--- src/rtl/hs_ser_pkg.sv ---
// -----------------------------------------------------------------------------
// hs_ser_pkg
// Shared types and helpers for the HS transmit serializer.
//   ser_state_t  : serializer FSM state (IDLE / SYNC / SHIFT)
//   SYNC_DEFAULT : default SoT sync pattern
//   calc_beats   : beats per input word (WIDTH / OUT_W)
//   calc_cnt_w   : beat counter width, $clog2(BEATS) with a floor of 1
// -----------------------------------------------------------------------------
package hs_ser_pkg;

  typedef enum logic [1:0] {
    ST_IDLE  = 2'd0,
    ST_SYNC  = 2'd1,
    ST_SHIFT = 2'd2
  } ser_state_t;

  localparam logic [7:0] SYNC_DEFAULT = 8'hB8;

  function automatic int calc_beats(input int width, input int out_w);
    return width / out_w;
  endfunction

  function automatic int calc_cnt_w(input int beats);
    return (beats > 1) ? $clog2(beats) : 1;
  endfunction

endpackage

--- src/rtl/hs_ser_hold_buf.sv ---
// -----------------------------------------------------------------------------
// hs_ser_hold_buf
// One-entry holding register (data + last flag) in front of the shift register.
// Ports:
//   clk      in   clock (TxDDRClk)
//   rst_n    in   synchronous active-low reset
//   in_data  in   word offered by the upstream byte path
//   in_valid in   in_data valid
//   in_last  in   final word of a burst
//   drain    in   shift stage takes the held word on this edge
//   in_ready out  entry free and not in reset
//   full     out  entry occupied
//   data     out  held word
//   last     out  held last flag
// -----------------------------------------------------------------------------
module hs_ser_hold_buf
  import hs_ser_pkg::*;
#(
  parameter int WIDTH = 8
) (
  input  logic             clk,
  input  logic             rst_n,
  input  logic [WIDTH-1:0] in_data,
  input  logic             in_valid,
  input  logic             in_last,
  input  logic             drain,
  output logic             in_ready,
  output logic             full,
  output logic [WIDTH-1:0] data,
  output logic             last
);

  // Accept and drain are mutually exclusive: ready is low whenever full.
  assign in_ready = ~full & rst_n;

  always_ff @(posedge clk) begin
    if (!rst_n) begin
      full <= 1'b0;
      data <= '0;
      last <= 1'b0;
    end else if (drain) begin
      full <= 1'b0;
    end else if (in_valid && in_ready) begin
      full <= 1'b1;
      data <= in_data;
      last <= in_last;
    end
  end

endmodule

--- src/rtl/hs_serializer_gear.sv ---
// -----------------------------------------------------------------------------
// hs_serializer_gear
// HS transmit serializer: accepts WIDTH-bit words over valid/ready and emits
// them OUT_W bits per TxDDRClk cycle, LSB-first, with burst framing and
// underrun detection. Optional macro SER_SOT_SYNC_EN prefixes every burst
// with one SYNC_WORD.
// Ports:
//   TxDDRClk  in   single clock, rising edge
//   TxRst     in   synchronous active-low reset
//   s_data    in   word to serialize
//   s_valid   in   s_data valid
//   s_last    in   final word of a burst (qualified by s_valid)
//   s_ready   out  hold buffer can accept a word
//   ser_out   out  serial beat (registered)
//   ser_valid out  ser_out carries a burst beat (registered)
//   busy      out  FSM not idle or hold buffer occupied
//   underrun  out  one-cycle pulse when a burst starves before s_last
// -----------------------------------------------------------------------------
module hs_serializer_gear
  import hs_ser_pkg::*;
#(
  parameter int               WIDTH     = 8,
  parameter int               OUT_W     = 2,
  parameter logic [WIDTH-1:0] SYNC_WORD = WIDTH'(SYNC_DEFAULT)
) (
  input  logic             TxDDRClk,
  input  logic             TxRst,
  input  logic [WIDTH-1:0] s_data,
  input  logic             s_valid,
  input  logic             s_last,
  output logic             s_ready,
  output logic [OUT_W-1:0] ser_out,
  output logic             ser_valid,
  output logic             busy,
  output logic             underrun
);

  localparam int              BEATS     = calc_beats(WIDTH, OUT_W);
  localparam int              CNT_W     = calc_cnt_w(BEATS);
  localparam logic [CNT_W-1:0] LAST_BEAT = CNT_W'(BEATS - 1);

  generate
    if ((WIDTH % OUT_W) != 0) begin : g_bad_width
      $error("hs_serializer_gear: WIDTH must be a multiple of OUT_W");
    end
    if ((WIDTH / OUT_W) < 2) begin : g_bad_beats
      $error("hs_serializer_gear: WIDTH/OUT_W must be at least 2");
    end
  endgenerate

  ser_state_t       state, state_next;
  logic [CNT_W-1:0] cnt;
  logic [WIDTH-1:0] sh;
  logic             cur_last;

  logic             hold_full;
  logic             hold_last;
  logic [WIDTH-1:0] hold_data;

  logic             drain;
  logic             load_hold;
  logic             advance;
  logic             end_burst;
  logic             starve;
`ifdef SER_SOT_SYNC_EN
  logic             load_sync;
`endif

  hs_ser_hold_buf #(
    .WIDTH(WIDTH)
  ) u_hold (
    .clk     (TxDDRClk),
    .rst_n   (TxRst),
    .in_data (s_data),
    .in_valid(s_valid),
    .in_last (s_last),
    .drain   (drain),
    .in_ready(s_ready),
    .full    (hold_full),
    .data    (hold_data),
    .last    (hold_last)
  );

  assign busy = (state != ST_IDLE) | hold_full;

  always_ff @(posedge TxDDRClk) begin
    if (!TxRst) begin
      state <= ST_IDLE;
    end else begin
      state <= state_next;
    end
  end

  always_comb begin
    state_next = state;
    drain      = 1'b0;
    load_hold  = 1'b0;
    advance    = 1'b0;
    end_burst  = 1'b0;
    starve     = 1'b0;
`ifdef SER_SOT_SYNC_EN
    load_sync  = 1'b0;
`endif
    unique case (state)
      ST_IDLE: begin
        if (hold_full) begin
`ifdef SER_SOT_SYNC_EN
          // Hold stays full through SYNC; it drains when data shifting begins.
          state_next = ST_SYNC;
          load_sync  = 1'b1;
`else
          state_next = ST_SHIFT;
          load_hold  = 1'b1;
          drain      = 1'b1;
`endif
        end
      end
`ifdef SER_SOT_SYNC_EN
      ST_SYNC: begin
        if (cnt == LAST_BEAT) begin
          state_next = ST_SHIFT;
          load_hold  = 1'b1;
          drain      = 1'b1;
        end else begin
          advance = 1'b1;
        end
      end
`endif
      ST_SHIFT: begin
        if (cnt == LAST_BEAT) begin
          if (cur_last) begin
            // Any word already waiting starts a new burst from IDLE.
            state_next = ST_IDLE;
            end_burst  = 1'b1;
          end else if (hold_full) begin
            load_hold = 1'b1;
            drain     = 1'b1;
          end else begin
            state_next = ST_IDLE;
            end_burst  = 1'b1;
            starve     = 1'b1;
          end
        end else begin
          advance = 1'b1;
        end
      end
      default: state_next = ST_IDLE;
    endcase
  end

  // ser_out is registered straight from the low slice of the word being
  // loaded; sh keeps only the beats still to be emitted.
  always_ff @(posedge TxDDRClk) begin
    if (!TxRst) begin
      cnt       <= '0;
      sh        <= '0;
      cur_last  <= 1'b0;
      ser_out   <= '0;
      ser_valid <= 1'b0;
      underrun  <= 1'b0;
    end else begin
      underrun <= starve;
      if (load_hold) begin
        sh        <= hold_data >> OUT_W;
        ser_out   <= hold_data[OUT_W-1:0];
        cur_last  <= hold_last;
        cnt       <= '0;
        ser_valid <= 1'b1;
`ifdef SER_SOT_SYNC_EN
      end else if (load_sync) begin
        sh        <= SYNC_WORD >> OUT_W;
        ser_out   <= SYNC_WORD[OUT_W-1:0];
        cnt       <= '0;
        ser_valid <= 1'b1;
`endif
      end else if (advance) begin
        sh      <= sh >> OUT_W;
        ser_out <= sh[OUT_W-1:0];
        cnt     <= cnt + 1'b1;
      end else if (end_burst) begin
        ser_out   <= '0;
        ser_valid <= 1'b0;
        cnt       <= '0;
      end
    end
  end

endmodule

--- config.mk ---
export PLATFORM = sky130hd
export DESIGN_NAME = hs_serializer_gear
export DESIGN_NICKNAME = d
export VERILOG_FILES = /design/src/rtl/hs_ser_pkg.sv /design/src/rtl/hs_ser_hold_buf.sv /design/src/rtl/hs_serializer_gear.sv
export SDC_FILE = /design/constraint.sdc
export NUM_CORES = 1
export LEC_CHECK = 0
export CAP_MARGIN = 20
export CELL_PAD_IN_SITES_DETAIL_PLACEMENT = 0
export CELL_PAD_IN_SITES_GLOBAL_PLACEMENT = 2
export CORE_MARGIN = 2
export CORE_UTILIZATION = 33
export DETAILED_ROUTE_END_ITERATION = 12
export PLACE_DENSITY = 0.85
export SLEW_MARGIN = 20
export SYNTH_ARGS = -nofsm -noshare
export SYNTH_HDL_FRONTEND = slang
export SYNTH_SLANG_ARGS = --single-unit
--- constraint.sdc ---
create_clock -name TxDDRClk -period 3.17 [get_ports TxDDRClk]
set_input_delay 0.634 -clock TxDDRClk [delete_from_list [all_inputs] [get_ports TxDDRClk]]
set_output_delay 0.634 -clock TxDDRClk [all_outputs]
set_load 0.01 [all_outputs]
# Yosys cells after proc, flatten, opt, wreduce, memory -nomap -nowiden
# Cells that the tools add are included.
[totals]
register_bits = 25
out_inout_bits = 6
word_cells = 60
[classes]
eq_ne = 6
n_bitwise = 7
n_reduce_logical = 12
addsub = 1
n_mux = 24
[op_table]
columns = ["operator", "count"]
rows = [
  ["$mux 2", 8],
  ["$mux 1", 12],
  ["$mux 6", 2],
  ["$reduce_bool 2->1", 4],
  ["$not 1->1", 5],
  ["$eq 2x2->1 const B", 2],
  ["$ne 2x2->1 const B", 2],
  ["$pmux 2 s2", 1],
  ["$reduce_and 2->1", 2],
  ["$reduce_or 4->1", 1],
  ["$ne 3x3->1 const B", 1],
  ["$reduce_and 3->1", 1],
  ["$reduce_bool 3->1", 1],
  ["$add 2x1->2 const B", 1],
  ["$logic_not 2->1", 1],
  ["$ne 2x1->1 const B", 1],
  ["$pmux 1 s2", 1],
  ["$reduce_or 2->1", 1],
  ["$and 1x1->1", 1],
  ["$logic_and 1x1->1", 1],
  ["$or 1x1->1", 1],
]

# Depth between registers and ports, before layout
[depth]
word_depth = 7
depth_mapped = 5
mapped_depth_nobuf = 4

# By module
# A second synthesis with hierarchy kept.
[hier_totals]
hier_cells = 132
area_unflattened_um2 = 1168.6
[by_module_without_submodules]
columns = ["mod", "area_per_inst_um2", "n_inst", "seq_area_each_um2", "cells_each"]
rows = [
  ["hs_serializer_gear", 757.0, 1, 280.3, 88],
  ["hs_ser_hold_buf", 411.6, 1, 200.2, 44],
]

# Worst setup path before layout
# Ideal clock, no wire load.
[synth_path]
path_kind = "input-to-output"
from = "input port TxRst"
to = "output port s_ready"
required_time_ps = 2536
arrival_time_ps = 1013
path_slack_ps = 1523
path_stages = 3
path_buffers = 1
path_cell_list = "inv_1 buf_2 nor2_1"
[synth_via]
elab_chain_len = 1
[synth_rtl]
columns = ["element", "line", "source"]
rows = [
  ["from (decl)", "hs_serializer_gear.sv:27", "input logic TxRst,"],
  ["$and 1x1->1", "hs_ser_hold_buf.sv:34", "assign in_ready = ~full & rst_n;"],
  ["to (decl)", "hs_serializer_gear.sv:31", "output logic s_ready,"],
]
# No other way between the ends.

# Worst setup path after layout
# Ends and elaborated chain as after synthesis.

==> impl_metrics.ini <==
[clock_network]
ctsResizeCount = 0
clk_pin_slew_worst_paths_ns = 0.13
cts_buffer_depth = 2
post-cts-setup-buffers = 0
clock-root-buffer = clkbuf_4
clk_latency_ns = 0.31
numCtsBuffers = 3
ctsHoldBuffers = 0
cts_tree = built
htreeDepth = 1
cts_sinks = 24

[critical_path]
worstPathCellList = clkdlybuf4s50_1, inv_1, nor2_1, clkdlybuf4s50_1
worstReg2RegEnd = sh[5]
path_buf_inv = 3
cp_slowest_stage_delay_ns = 0.54
required_ns = 2.54
path_delay_family = buffers and inverters
worstPathArrival_ns = 2.00
reg2reg_slack_ns = 1.71
start_kind = input port
slowest_stage = clkdlybuf4s50_1
r2r-start = state[1]
crit_path_max_fanout = 12
end_kind = primary output
crit_top_cell = clkdlybuf4s50_1
path_class = input port to primary output
reg2regPathDepth = 3

[placed_design]
gp_congestion = 0.7403
numPortBuffers = 17
hpwlAfterDp_mm = 1.504

[die]
die_h_um = 60.20
rows = 20
dieArea_sq_mm = 0.003624
die_w_um = 60.20
start_util = 0.3442
coreArea_sq_mm = 0.003028
pin_count = 18

[synth]
synth_top_area_share = 0.4610
syn_avg_cell_area_sq_um = 8.908
yosys-top-cells-area = dfxtp_1, nand2_1, a311oi_2, o21ai_0, mux2i_1
synth.area.mux_share = 0.03842
ys_seq_area_frac = 0.4610
ys.flop_type = dfxtp_1
ys_ff_latch = 24
synthAdderAreaFrac = 0.01200
synth_edf_count = 0
syn_inst = 117
synthXorXnorAreaFrac = 0
synth.largest_area_cell = dfxtp_1
synth_compound_area_frac = 0.2125
syn_area_sq_mm = 0.001042
synth_async_sr_flop_share = 0
yosysUniqueCellTypes = 27
synth-simple-area-share = 0.2221
synth_top_family_by_area = simple AND/OR/NAND/NOR gates
synth_warnings = 0
syn-num-nets = 130

[route]
vias = 833
drc = 0
dr.first_iter.drc_count = 27
drtAntennaViolNets = 0
wl_per_cell_um = 11.90
drt_wl_total_mm = 2.094
drtPass1Iterations = 4
vias_per_cell = 4.733

[grt]
grt_first_pass_wirelength_mm = 3.601
track_usage = 0.1328
antenna_found_initial = 0
grt_max_degree = 19
grt-ovfl-total = 0
grt_pass1_vias = 817

[worst_hold_path]
hold_depth = 2
holdCritPathClass = register to register
min_to = u_hold.data[3]
worstHoldStart = u_hold.data[3]

[sta]
fin_setup_tns_ns = 0
maxSlewHeadroom = 0.6507
finalHoldViolCount = 0
hold_slack_ns = 0.4639
slew_violations = 0
period_share = 0.8305
min_period_ns = 2.633
worst_pin_slew_ns = 0.5233
finalSetupViolations = 0
fmax_ghz = 0.3798
rsz0062_at_grt = false
fin_skew_ns = 0.003790

[final_layout]
drive_above_1_share = 0.08333
fin_nets = 147
synthToLayoutAreaGrowth_pct = 20.53
diodes = 0
n_fill_cell = 314

[power_and_ir_drop]
power_density_mw_per_mm2 = 456.4
peakVddDrop_mv = 0.1535
power_leakage_nw = 0.4495

[flow_run]
drv_cap = 0

[status]
status = finished clean
==> cell type report <==
type,count,area [sq um],area share
clock buffers,3,22.52,0.01793
inverters,4,15.01,0.01195
multi-input cells,83,505.5,0.4024
flip-flops and latches,24,480.5,0.3825
well taps,44,55.05,0.04382
repair buffers,18,177.7,0.1414
==> worst min-delay path: stages (launching register included) <==
cell	delay [ns]
dfxtp_1	0.33
nand2_1	0.05
o21ai_0	0.06
==> placed cells by master (no fill, tap or decap), types with 2 or more instances in the layout <==
master	Yosys	routed
or2b_1	2	2
a21oi_1	7	7
clkdlybuf4s50_1	0	17
and3b_1	2	2
nand2_1	28	28
and2b_1	2	2
nand2b_1	4	4
a311oi_2	4	4
clkbuf_4	0	3
nor2_1	6	6
nand3_1	2	2
inv_1	4	4
a32oi_1	2	2
dfxtp_1	24	24
o21ai_0	9	9
o211ai_1	2	2
mux2i_1	4	4
==> state kept, by name, summed over array words and instances (netlist names) <==
register	flops
state	1
cur_last	1
cnt	2
sh	6
ser_valid	1
u_hold.full	1
ser_out	2
u_hold.last	1
underrun	1
u_hold.data	8
==> through the flow <==
stage	utilization	cells	worst slack, ns	power (W)	instance area [sq um]
after global placement	0.4074	173	0.5418	0.0004457	1234
after detailed placement	0.4074	173	0.5177	0.0004476	1234
final	0.4149	176	0.5372	0.0005733	1256
after CTS	0.4149	176	0.5166	0.0005775	1256
after global routing	0.4149	176	0.4569	0.0006009	1256
after floorplan	-	117	1.523	0.0004100	1042
==> per-layer routing <==
metal | vias to the layer above | GRT usage | wire length [um]
met5 | - | 0 | 0
met4 | 0 | 0.05714 | 36
met3 | 5 | 0.02597 | 76
met2 | 15 | 0.2205 | 933
met1 | 383 | 0.1658 | 1048
li1 | 430 | - | -
==> cells in the mapped netlist (2+ instances only) <==
master,count
nand2_1,28
buf_4,2
a21oi_1,7
mux2i_1,4
nor2_1,6
o211ai_1,2
nand2b_1,4
a32oi_1,2
buf_2,3
o21ai_0,9
dfxtp_1,24
or2b_1,2
and3b_1,2
inv_1,4
nand3_1,2
a311oi_2,4
and2b_1,2
==> how the worst max path moves through the flow <==
stage              end  slack, ns  depth (start not counted)  startpoint
2_1_floorplan  s_ready       1.52                          3       TxRst
3_3_place_gp   s_ready       0.54                          4       TxRst
3_5_place_dp   s_ready       0.52                          4       TxRst
4_1_cts        s_ready       0.52                          4       TxRst
5_1_grt        s_ready       0.46                          4       TxRst
6_report       s_ready       0.54                          4       TxRst
==> where the power goes <==
group | internal [W] | switching [W] | total, W
Sequential | 0.000323 | 0.0000189 | 0.000342
Clock | 0.0000445 | 0.0000892 | 0.000134
Combinational | 0.0000508 | 0.0000465 | 0.0000973
==> logic make-up after synthesis <==
logic type,after synthesis
AOI/OAI and AO/OA,29
adders and majority gates,1
DFF,24
muxes,4
and+or+nand+nor,49
buffers and inverters,10
Power figures use the tool's default switching activity.
